===== src/rtl/rs_age_queue_if.sv =====
// Dispatch, CDB wakeup, flush and issue signals of the age-ordered reservation station.
// The slave modport belongs to the station; the master modport belongs to its driver.
interface rs_age_queue_if #(
    parameter int PREG_W    = 6,
    parameter int NUM_CDB   = 2,
    parameter int PAYLOAD_W = 64,
    parameter int IDX_W     = 3
) ();
    logic                      flush;
    logic                      disp_valid;
    logic                      disp_ready;
    logic [PREG_W-1:0]         disp_t1;
    logic [PREG_W-1:0]         disp_t2;
    logic                      disp_t1_rdy;
    logic                      disp_t2_rdy;
    logic [PAYLOAD_W-1:0]      disp_payload;
    logic [NUM_CDB-1:0]        cdb_valid;
    logic [NUM_CDB*PREG_W-1:0] cdb_tag;
    logic                      issue_valid;
    logic                      issue_ready;
    logic [PAYLOAD_W-1:0]      issue_payload;
    logic [IDX_W-1:0]          issue_idx;
    logic [IDX_W:0]            free_count;

    modport slave (
        input  flush, disp_valid, disp_t1, disp_t2, disp_t1_rdy, disp_t2_rdy, disp_payload,
        input  cdb_valid, cdb_tag, issue_ready,
        output disp_ready, issue_valid, issue_payload, issue_idx, free_count
    );

    modport master (
        output flush, disp_valid, disp_t1, disp_t2, disp_t1_rdy, disp_t2_rdy, disp_payload,
        output cdb_valid, cdb_tag, issue_ready,
        input  disp_ready, issue_valid, issue_payload, issue_idx, free_count
    );
endinterface


===== src/rtl/rs_age_queue.sv =====
// Unified reservation station: CDB wakeup, oldest-ready issue via age matrix; issuable one cycle after
// dispatch or wakeup. issue_ready=0 holds entries in place; disp_ready drops only when every slot is occupied.
module rs_age_queue #(
    parameter int RS_DEPTH  = 8,
    parameter int PREG_W    = 6,
    parameter int NUM_CDB   = 2,
    parameter int PAYLOAD_W = 64,
    parameter int IDX_W     = $clog2(RS_DEPTH)
) (
    input  logic           clock,
    input  logic           reset,
    rs_age_queue_if.slave  io
);
    logic [RS_DEPTH-1:0]  valid_q, valid_d;
    logic [RS_DEPTH-1:0]  t1_rdy_q, t1_rdy_d;
    logic [RS_DEPTH-1:0]  t2_rdy_q, t2_rdy_d;
    logic [PREG_W-1:0]    t1_q [RS_DEPTH];
    logic [PREG_W-1:0]    t1_d [RS_DEPTH];
    logic [PREG_W-1:0]    t2_q [RS_DEPTH];
    logic [PREG_W-1:0]    t2_d [RS_DEPTH];
    logic [PAYLOAD_W-1:0] payload_q [RS_DEPTH];
    logic [PAYLOAD_W-1:0] payload_d [RS_DEPTH];
    // older_q[i][j] = 1 when entry i was allocated before entry j
    logic [RS_DEPTH-1:0]  older_q [RS_DEPTH];
    logic [RS_DEPTH-1:0]  older_d [RS_DEPTH];

    logic [RS_DEPTH-1:0]  eligible;
    logic [RS_DEPTH-1:0]  sel_oh;
    logic [IDX_W-1:0]     sel_idx;
    logic [IDX_W-1:0]     alloc_idx;
    logic                 alloc_found;
    logic [IDX_W:0]       occ;
    logic                 disp_t1_hit;
    logic                 disp_t2_hit;
    logic                 alloc_fire;
    logic                 issue_fire;

    always_comb begin
        eligible    = valid_q & t1_rdy_q & t2_rdy_q;
        sel_oh      = '0;
        sel_idx     = '0;
        alloc_idx   = '0;
        alloc_found = 1'b0;
        occ         = '0;
        disp_t1_hit = io.disp_t1_rdy || (io.disp_t1 == '0);
        disp_t2_hit = io.disp_t2_rdy || (io.disp_t2 == '0);
        for (int i = 0; i < RS_DEPTH; i++) begin
            sel_oh[i] = eligible[i];
            for (int j = 0; j < RS_DEPTH; j++) begin
                if (eligible[j] && older_q[j][i]) sel_oh[i] = 1'b0;
            end
            if (sel_oh[i]) sel_idx = IDX_W'(i);
            if (!valid_q[i] && !alloc_found) begin
                alloc_idx   = IDX_W'(i);
                alloc_found = 1'b1;
            end
            occ = occ + (IDX_W+1)'(valid_q[i]);
        end
        // Same-cycle CDB bypass into the entry being allocated
        for (int p = 0; p < NUM_CDB; p++) begin
            if (io.cdb_valid[p] && io.cdb_tag[p*PREG_W +: PREG_W] == io.disp_t1) disp_t1_hit = 1'b1;
            if (io.cdb_valid[p] && io.cdb_tag[p*PREG_W +: PREG_W] == io.disp_t2) disp_t2_hit = 1'b1;
        end
    end

    assign io.disp_ready    = alloc_found;
    assign io.free_count    = (IDX_W+1)'(RS_DEPTH) - occ;
    assign io.issue_valid   = |eligible;
    assign io.issue_idx     = sel_idx;
    assign io.issue_payload = payload_q[sel_idx];

    assign alloc_fire = io.disp_valid && alloc_found && !io.flush;
    assign issue_fire = (|eligible) && io.issue_ready && !io.flush;

    always_comb begin
        valid_d   = valid_q;
        t1_rdy_d  = t1_rdy_q;
        t2_rdy_d  = t2_rdy_q;
        t1_d      = t1_q;
        t2_d      = t2_q;
        payload_d = payload_q;
        older_d   = older_q;
        for (int i = 0; i < RS_DEPTH; i++) begin
            for (int p = 0; p < NUM_CDB; p++) begin
                if (valid_q[i] && io.cdb_valid[p] && io.cdb_tag[p*PREG_W +: PREG_W] != '0) begin
                    if (io.cdb_tag[p*PREG_W +: PREG_W] == t1_q[i]) t1_rdy_d[i] = 1'b1;
                    if (io.cdb_tag[p*PREG_W +: PREG_W] == t2_q[i]) t2_rdy_d[i] = 1'b1;
                end
            end
        end
        if (alloc_fire) begin
            valid_d[alloc_idx]   = 1'b1;
            t1_d[alloc_idx]      = io.disp_t1;
            t2_d[alloc_idx]      = io.disp_t2;
            t1_rdy_d[alloc_idx]  = disp_t1_hit;
            t2_rdy_d[alloc_idx]  = disp_t2_hit;
            payload_d[alloc_idx] = io.disp_payload;
            older_d[alloc_idx]   = '0;
            for (int j = 0; j < RS_DEPTH; j++) older_d[j][alloc_idx] = valid_q[j];
        end
        // Issue clear runs after allocate so an entry leaving this cycle keeps no age bits
        if (issue_fire) begin
            valid_d[sel_idx] = 1'b0;
            older_d[sel_idx] = '0;
            for (int j = 0; j < RS_DEPTH; j++) older_d[j][sel_idx] = 1'b0;
        end
        if (io.flush) begin
            valid_d = '0;
            for (int i = 0; i < RS_DEPTH; i++) older_d[i] = '0;
        end
    end

    always_ff @(posedge clock) begin
        if (reset) begin
            valid_q <= '0;
            for (int i = 0; i < RS_DEPTH; i++) older_q[i] <= '0;
        end else begin
            valid_q <= valid_d;
            older_q <= older_d;
        end
    end

    always_ff @(posedge clock) begin
        t1_rdy_q  <= t1_rdy_d;
        t2_rdy_q  <= t2_rdy_d;
        t1_q      <= t1_d;
        t2_q      <= t2_d;
        payload_q <= payload_d;
    end
endmodule


===== src/flat_wrapper.sv =====
// flat-port wrapper written by rule: the top's interface ports become plain ports
module rs_age_queue_flat 
#(
    parameter int RS_DEPTH  = 8,
    parameter int PREG_W    = 6,
    parameter int NUM_CDB   = 2,
    parameter int PAYLOAD_W = 64,
    parameter int IDX_W     = $clog2(RS_DEPTH)
)
  (clock, reset, io_flush, io_disp_valid, io_disp_t1, io_disp_t2, io_disp_t1_rdy, io_disp_t2_rdy, io_disp_payload, io_cdb_valid, io_cdb_tag, io_issue_ready, io_disp_ready, io_issue_valid, io_issue_payload, io_issue_idx, io_free_count);
  rs_age_queue_if #(.PREG_W(PREG_W), .NUM_CDB(NUM_CDB), .PAYLOAD_W(PAYLOAD_W), .IDX_W(IDX_W)) io_i ();
  input  logic clock;
  input  logic reset;
  input wire logic [$bits(io_i.flush)-1:0] io_flush;
  input wire logic [$bits(io_i.disp_valid)-1:0] io_disp_valid;
  input wire logic [$bits(io_i.disp_t1)-1:0] io_disp_t1;
  input wire logic [$bits(io_i.disp_t2)-1:0] io_disp_t2;
  input wire logic [$bits(io_i.disp_t1_rdy)-1:0] io_disp_t1_rdy;
  input wire logic [$bits(io_i.disp_t2_rdy)-1:0] io_disp_t2_rdy;
  input wire logic [$bits(io_i.disp_payload)-1:0] io_disp_payload;
  input wire logic [$bits(io_i.cdb_valid)-1:0] io_cdb_valid;
  input wire logic [$bits(io_i.cdb_tag)-1:0] io_cdb_tag;
  input wire logic [$bits(io_i.issue_ready)-1:0] io_issue_ready;
  output wire logic [$bits(io_i.disp_ready)-1:0] io_disp_ready;
  output wire logic [$bits(io_i.issue_valid)-1:0] io_issue_valid;
  output wire logic [$bits(io_i.issue_payload)-1:0] io_issue_payload;
  output wire logic [$bits(io_i.issue_idx)-1:0] io_issue_idx;
  output wire logic [$bits(io_i.free_count)-1:0] io_free_count;
  assign io_i.flush = io_flush;
  assign io_i.disp_valid = io_disp_valid;
  assign io_i.disp_t1 = io_disp_t1;
  assign io_i.disp_t2 = io_disp_t2;
  assign io_i.disp_t1_rdy = io_disp_t1_rdy;
  assign io_i.disp_t2_rdy = io_disp_t2_rdy;
  assign io_i.disp_payload = io_disp_payload;
  assign io_i.cdb_valid = io_cdb_valid;
  assign io_i.cdb_tag = io_cdb_tag;
  assign io_i.issue_ready = io_issue_ready;
  assign io_disp_ready = io_i.disp_ready;
  assign io_issue_valid = io_i.issue_valid;
  assign io_issue_payload = io_i.issue_payload;
  assign io_issue_idx = io_i.issue_idx;
  assign io_free_count = io_i.free_count;
  rs_age_queue #(.RS_DEPTH(RS_DEPTH), .PREG_W(PREG_W), .NUM_CDB(NUM_CDB), .PAYLOAD_W(PAYLOAD_W), .IDX_W(IDX_W)) u_core (.clock(clock), .reset(reset), .io(io_i));
endmodule

===== config.mk =====
export PLATFORM = sky130hd
export DESIGN_NAME = rs_age_queue_flat
export DESIGN_NICKNAME = d
export VERILOG_FILES = /design/src/rtl/rs_age_queue_if.sv /design/src/rtl/rs_age_queue.sv /design/src/flat_wrapper.sv
export SDC_FILE = /design/constraint.sdc
export NUM_CORES = 1
export LEC_CHECK = 0
export ABC_AREA = 1
export BUFFER_PORTS_ARGS = -buffer_cell sky130_fd_sc_hd__buf_4
export CORE_ASPECT_RATIO = 1.4
export CORE_MARGIN = 10
export CORE_UTILIZATION = 61
export DETAILED_ROUTE_END_ITERATION = 8
export GPL_ROUTABILITY_DRIVEN = 1
export PLACE_DENSITY = 0.88
export SETUP_SLACK_MARGIN = 0.5
export SYNTH_ARGS = -nofsm -noshare
export SYNTH_HDL_FRONTEND = slang
export SYNTH_SLANG_ARGS = --single-unit

===== constraint.sdc =====
create_clock -name clock -period 13.1 [get_ports clock]
set_input_delay 0.655 -clock clock [delete_from_list [all_inputs] [get_ports clock]]
set_output_delay 0.655 -clock clock [all_outputs]
set_load 0.1 [all_outputs]

* After elaboration in Yosys (flattened, before gate mapping)
Cells that the tools add are included.
** Word-level totals
- Output and inout bits :: 73
- Flip-flop bits (word level) :: 696
- Logic and storage cells :: 415
- Input bits :: 97
** Cells by class
- Eq/ne operators :: 36
- Reductions and logical operators :: 129
- Multiplexer cells :: 180
- Bitwise logic cells :: 19
- Order comparisons :: 8
- Add/subtract/negate cells :: 8
** Operators with widths (number)
- bitwise mux 512 bit :: 1
- 2-to-1 mux 64 bit :: 5
- == test 6 bit :: 36
- binary-select mux 64 bit (select 3 bit) :: 1
- demux 64 bit (select 3 bit) :: 1
- 2-to-1 mux 1 bit :: 136
- AND 64 bit :: 2
- NOT 64 bit :: 2
- logical AND 1 bit :: 107
- bitwise mux 48 bit :: 2
- AND 8 bit :: 11
- bitwise mux 8 bit :: 10
- demux 8 bit (select 3 bit) :: 2
- 2-to-1 mux 8 bit :: 6
- adder 4 x 1 -> 4 bit :: 6
- 2-to-1 mux 3 bit :: 8
- demux 6 bit (select 3 bit) :: 1
- zero test 1 bit :: 14
- zero test 6 bit :: 2
- nonzero test 6 bit :: 2
- >= comparator 4 bit, second input constant :: 2
- < comparator 3 x 4 -> 1 bit, second input constant :: 2
- < comparator 4 x 1 -> 1 bit, second input constant :: 2
- 2-to-1 mux 2 bit :: 4
- 11 further kinds :: 15

* Depth between registers and ports, before layout
- Depth in word-level cells :: 33
- Gate-level depth with buffers :: 17
- Depth with buffers taken out :: 15

* Worst setup path before layout
No wires, ideal clock.
- Path type :: register to register
- Start point :: register u_core.valid_q[0]
- End point :: register u_core.older_q[19] (netlist bit)
- Slack :: 8.223 ns
- Arrival :: 4.748 ns
- Setup time :: 0.129 ns
- Data required time :: 12.971 ns
- Path buffers :: 1
- Clock period less this slack :: 4.877 ns
- Cell stages (with the launch flop) :: 13
- Cells stage by stage :: dfxtp_1 ha_1 nand3_1 nor2_1 nand2_1 nor2_4 nand2_1 nand2_4 nor2_1 buf_1 o22ai_1 o211ai_1 nor2_1
** On the way
- Elaborated cells on any way between the ends :: 136
- Those cells by class :: order compare (8); mux (89); bitwise (10); reduce/logical (29)
** RTL lines
- from (decl) :: line rs_age_queue.sv:14 : logic [RS_DEPTH-1:0] valid_q, valid_d;
- from (signal assigned) :: line rs_age_queue.sv:118 : valid_q <= valid_d;
- 2-to-1 mux 1 bit / logical AND 1 bit (equally long branches) :: line rs_age_queue.sv:53 : if (!valid_q[i] && !alloc_found) begin
- 2-to-1 mux 1 bit (*) :: line rs_age_queue.sv:53
- zero test 1 bit :: line rs_age_queue.sv:53
- logical AND 1 bit :: line rs_age_queue.sv:53
- 2-to-1 mux 1 bit (*) :: line rs_age_queue.sv:53
- zero test 1 bit :: line rs_age_queue.sv:53
- logical AND 1 bit :: line rs_age_queue.sv:53
- 2-to-1 mux 1 bit (*) :: line rs_age_queue.sv:53
- (+10 left out)
- logical AND 1 bit :: line rs_age_queue.sv:53
- 2-to-1 mux 1 bit (*) :: line rs_age_queue.sv:53
- via io_disp_ready :: line flat_wrapper.sv:24 : output wire logic [$bits(io_i.disp_ready)-1:0] io_disp_ready;
- logical AND 1 bit (*) (2 in a row) :: line rs_age_queue.sv:72 : assign alloc_fire = io.disp_valid && alloc_found && !io.flush;
- 2-to-1 mux 64 bit (*) :: line rs_age_queue.sv:91 : if (alloc_fire) begin
- AND 64 bit (no line)
- AND 8 bit (no line)
- 2-to-1 mux 64 bit (*) :: line rs_age_queue.sv:102 : if (issue_fire) begin
- to (signal assigned) :: line rs_age_queue.sv:119 : older_q <= older_d;
- to (decl) :: line rs_age_queue.sv:24 : logic [RS_DEPTH-1:0] older_q [RS_DEPTH];
Mark *: on every way through the listed nets, which the timed path passes. The rest lies on a longest branch.
A chain may end at the register's enable or synchronous reset.

* Worst setup path after layout
- Start point :: register u_core.valid_q[1]
- End point :: output io_issue_payload[5]
** On the way
- Word-level cells in the longest chain between the ends :: 21
- Elaborated cells on any way between the ends :: 70
- Those cells by class :: mux (60); bitwise (3); reduce/logical (7)
** RTL lines
- AND 8 bit (*) (2 in a row) :: line rs_age_queue.sv:39 : eligible = valid_q & t1_rdy_q & t2_rdy_q;
- 2-to-1 mux 1 bit / logical AND 1 bit (equally long branches) :: line rs_age_queue.sv:50 : if (eligible[j] && older_q[j][i]) sel_oh[i] = 1'b0;
- 2-to-1 mux 1 bit (7 in a row) :: line rs_age_queue.sv:50
- 2-to-1 mux 1 bit :: line rs_age_queue.sv:52 : if (sel_oh[i]) sel_idx = IDX_W'(i);
- 2-to-1 mux 2 bit (2 in a row) :: line rs_age_queue.sv:52
- 2-to-1 mux 3 bit (3 in a row) :: line rs_age_queue.sv:52
- 2-to-1 mux 3 bit (*) :: line rs_age_queue.sv:52
- NOT 3 -> 4 bit (not written as such) (*) :: line rs_age_queue.sv:70 : assign io.issue_payload = payload_q[sel_idx];
- binary-select mux 64 bit (select 3 bit) (*) :: line rs_age_queue.sv:70
- 2-to-1 mux 64 bit (not written as such) (*) (2 in a row) :: line rs_age_queue.sv:70
- to (decl) :: line flat_wrapper.sv:26 : output wire logic [$bits(io_i.issue_payload)-1:0] io_issue_payload;
Every way passes the cells marked *; elsewhere a longest branch is shown, timed or not. The select of a mux whose other input is x is not followed.

==> out/results.txt <==
top_reg_cell synth: edfxtp_1
Pleak: 13.69 nW
delay-heaviest family, CP: simple AND/OR/NAND/NOR gates
largest net degree at the start of global routing: 158
Arrival @ worst endpoint: 5.94 ns
HP Class: primary input to register
Yosys reg bits: 688
GR met3 Demand/Resource: 0.04996
drt drc: 0
hold depth: 1
Total GRT Usage: 0.2907
Max Cap Viol: 0
vias in the first global route: 23850
Finished Layout Cells: 3794
Num CTS Buffers: 60
relative slew slack: 0.2474
DRT Pass-1 Iters: 6
peak supply drop: 0.1085 mV
sw power: 980.4 uW
WP depth: 15
Crit path top cell by count: nand2_1
clock power share: 0.396
cts hold-fix bufs: 0
CP peak stage delay: 0.86 ns
most frequent cells in the layout: nand2_1 (660), edfxtp_1 (608), nand3_1 (261), nor2_1 (256), inv_1 (222)
PwrDens: 127.3 mW/mm^2
Sinks on Clock Net: 688
synth warn: 0
drt wl/cell: 23.71 um
Initial Util: 0.6127
crit path time final: 6.594 ns
Post-synth EDFFs: 608
port buffer count: 169
Total Wirelength: 89950 um
gr ovfl total: 0
fillers: 3496
met1 usage: 0.3328
status: finished, final reports clean
layout cell share with drive strength beyond 1: 0.1219
Yosys cell types: 54
area of the core: 0.05089 mm^2
crit-path max FO: 157
Final Wtd Congestion: 0.9582
Die ar.: 0.06068 mm^2
WP data required: 12.44 ns
reg2reg start: u_core.valid_q[1]
design area: 0.03459 mm^2
final setup fails: 0
Final nets: 3207
Row Count: 98
most common cell after layout, fill and taps aside: nand2_1
Mapped Area: 0.03118 mm^2
Seq pwr share: 0.548
setup bufs post-CTS: 0
final hold violations: 0
crit path capture type: primary output
combinational share of power: 0.056
drt first-iter violations: 2816
busiest grt layer: met2
H-tree depth: 2
syn nets: 3124
DPL Wire Length: 53380 um
CP bufs+invs: 4
RSZ-0062 raised after global routing: false
Clock Root Buffer: clkbuf_16
Post-DRT Antenna Nets: 0
placed cells: 3685
slowest stage cell on the critical path: buf_4
Die Ht: 287.5 um
worst path cell trace: nand4_1 > nand2_1 > nor2_2 > nand2_2 > buf_4 > nand2_1 > inv_2 > nand2_8 > nand2_4 > buf_4 > nand3_1 > nand2_1 > nor2_1 > nand2_1 > buf_4
crit start category: register
Synth Area per Inst: 10.34 um^2
Cell Area, Placed: 0.03269 mm^2
M2 GR Usage: 0.5035
initial antenna violation count: 2
Final Slew Violations: 0
ys async rst share: 0
Sw Ratio: 0.2227
Setup CP Type: register to primary output
Total Neg Setup Slack: 0 ns
Final Cycle Share: 0.5034
# resized after CTS: 0
Worst setup startpoint: u_core.valid_q[1]
clk slew on worst S/H paths: 0.07 ns
Cells after Synth: 3014
via-per-instance ratio: 6.313
Fmax: 151.6 MHz
routed via count: 23950
hold path startpoint: io_disp_payload[28]
Clk Latency, worst-skew pair: 0.66 ns
cell-internal power: 3.422 mW
Least-Margin Pin Slew: 1.129 ns
I/O pins: 170
Clock Skew: 0.04184 ns
Reg2Reg Depth: 14
Die X: 211.1 um
Synth-to-Final Area Change: 10.95%
clock buffer depth: 3
first-pass GRT wire length: 135800 um
CTS tree: done
Seq/Total Area, Yosys: 0.6370
[cell families after synthesis]
kind of cell / Yosys count / share of synthesized area
AND/OR/NAND/NOR: 1538 / 0.2271
flip-flops: 688 / 0.6370
buffers and inverters: 457 / 0.06168
AO/OA/AOI/OAI: 229 / 0.04326
XOR/XNOR: 89 / 0.02500
adder cells (fa/ha/maj): 13 / 0.005940
[power groups by stage]
stage	Clock [mW]	Combinational [mW]	Sequential, mW
2_1_floorplan	0	0.144	2.46
3_3_place_gp	0	0.234	2.46
3_5_place_dp	0	0.241	2.46
4_1_cts	1.75	0.242	2.41
5_1_grt	1.83	0.259	2.41
6_report	1.74	0.246	2.41
[worst reg2reg max path: cells and delay by family, from the launching register on]
family                 cells  cell delay, ns
buffers and inverters      4            2.07
flip-flops                 1            0.75
AND/OR/NAND/NOR           10            2.70
[worst paths after layout]
path,to,slack [ns]
max,io_issue_payload[5],6.51
min,u_core.payload_q[412],0.23
max reg2reg,u_core.older_q[22],7.49
min reg2reg,u_core.older_q[14],0.43
[stage by stage]
stage / util / setup slack, ns / total power [mW] / hold WS [ns]
2_1_floorplan: - / 8.223 / 2.600 / 0.4087
3_3_place_gp: 0.6423 / 7.383 / 2.692 / 0.4225
3_5_place_dp: 0.6423 / 7.299 / 2.699 / 0.4210
4_1_cts: 0.6797 / 6.613 / 4.401 / 0.1995
5_1_grt: 0.6797 / 6.230 / 4.499 / 0.2205
6_report: 0.6798 / 6.506 / 4.403 / 0.2291
[synthesized netlist by cell type (all sizes together), types with 3 or more instances]
library cell	instances	area [um^2]
fa	3	60.06
nand3	266	1356
dfxtp	80	1602
a211oi	7	52.55
edfxtp	608	18260
xor2	44	385.4
o21ai	122	610.6
clkbuf	62	232.7
or2	24	150.1
nand4	196	1226
clkinv	4	15.01
nor2	271	1045
nand2	669	2551
nor4	30	187.7
inv	278	1046
o22ai	19	118.9
o211ai	18	135.1
ha	10	125.1
xnor2	45	394.1
a221oi	4	35.03
buf	113	629.4
nand3b	56	424.2
nor3	21	105.1
o2111ai	12	105.1
a21oi	29	145.1
o221ai	4	35.03
[area by class of cell]
| cell class | instances | area (um^2) | share of cell area |
|---|---|---|---|
| Clock inverter | 31 | 339.1 | 0.009802 |
| Sequential cell | 688 | 19860 | 0.5741 |
| Inverter | 282 | 1069 | 0.03089 |
| Antenna cell | 2 | 5.005 | 0.0001447 |
| Tap cell | 650 | 813.3 | 0.02351 |
| Multi-Input combinational cell | 1869 | 9473 | 0.2739 |
| Clock buffer | 76 | 1562 | 0.04514 |
| Timing Repair Buffer | 196 | 1471 | 0.04254 |
[metal layers]
layer | vias to the layer above | wire length, um
met5 | - | 17
met4 | 2 | 4948
met3 | 332 | 8541
met2 | 1603 | 45620
met1 | 11410 | 30830
li1 | 10610 | -
[flip-flops by register name, summed over array words and instances (netlist names)]
register / flops
u_core.older_q: 56
u_core.payload_q: 512
u_core.t1_q: 48
u_core.t1_rdy_q: 8
u_core.t2_q: 48
u_core.t2_rdy_q: 8
u_core.valid_q: 8
No activity file was read; power rests on OpenSTA's default activity.
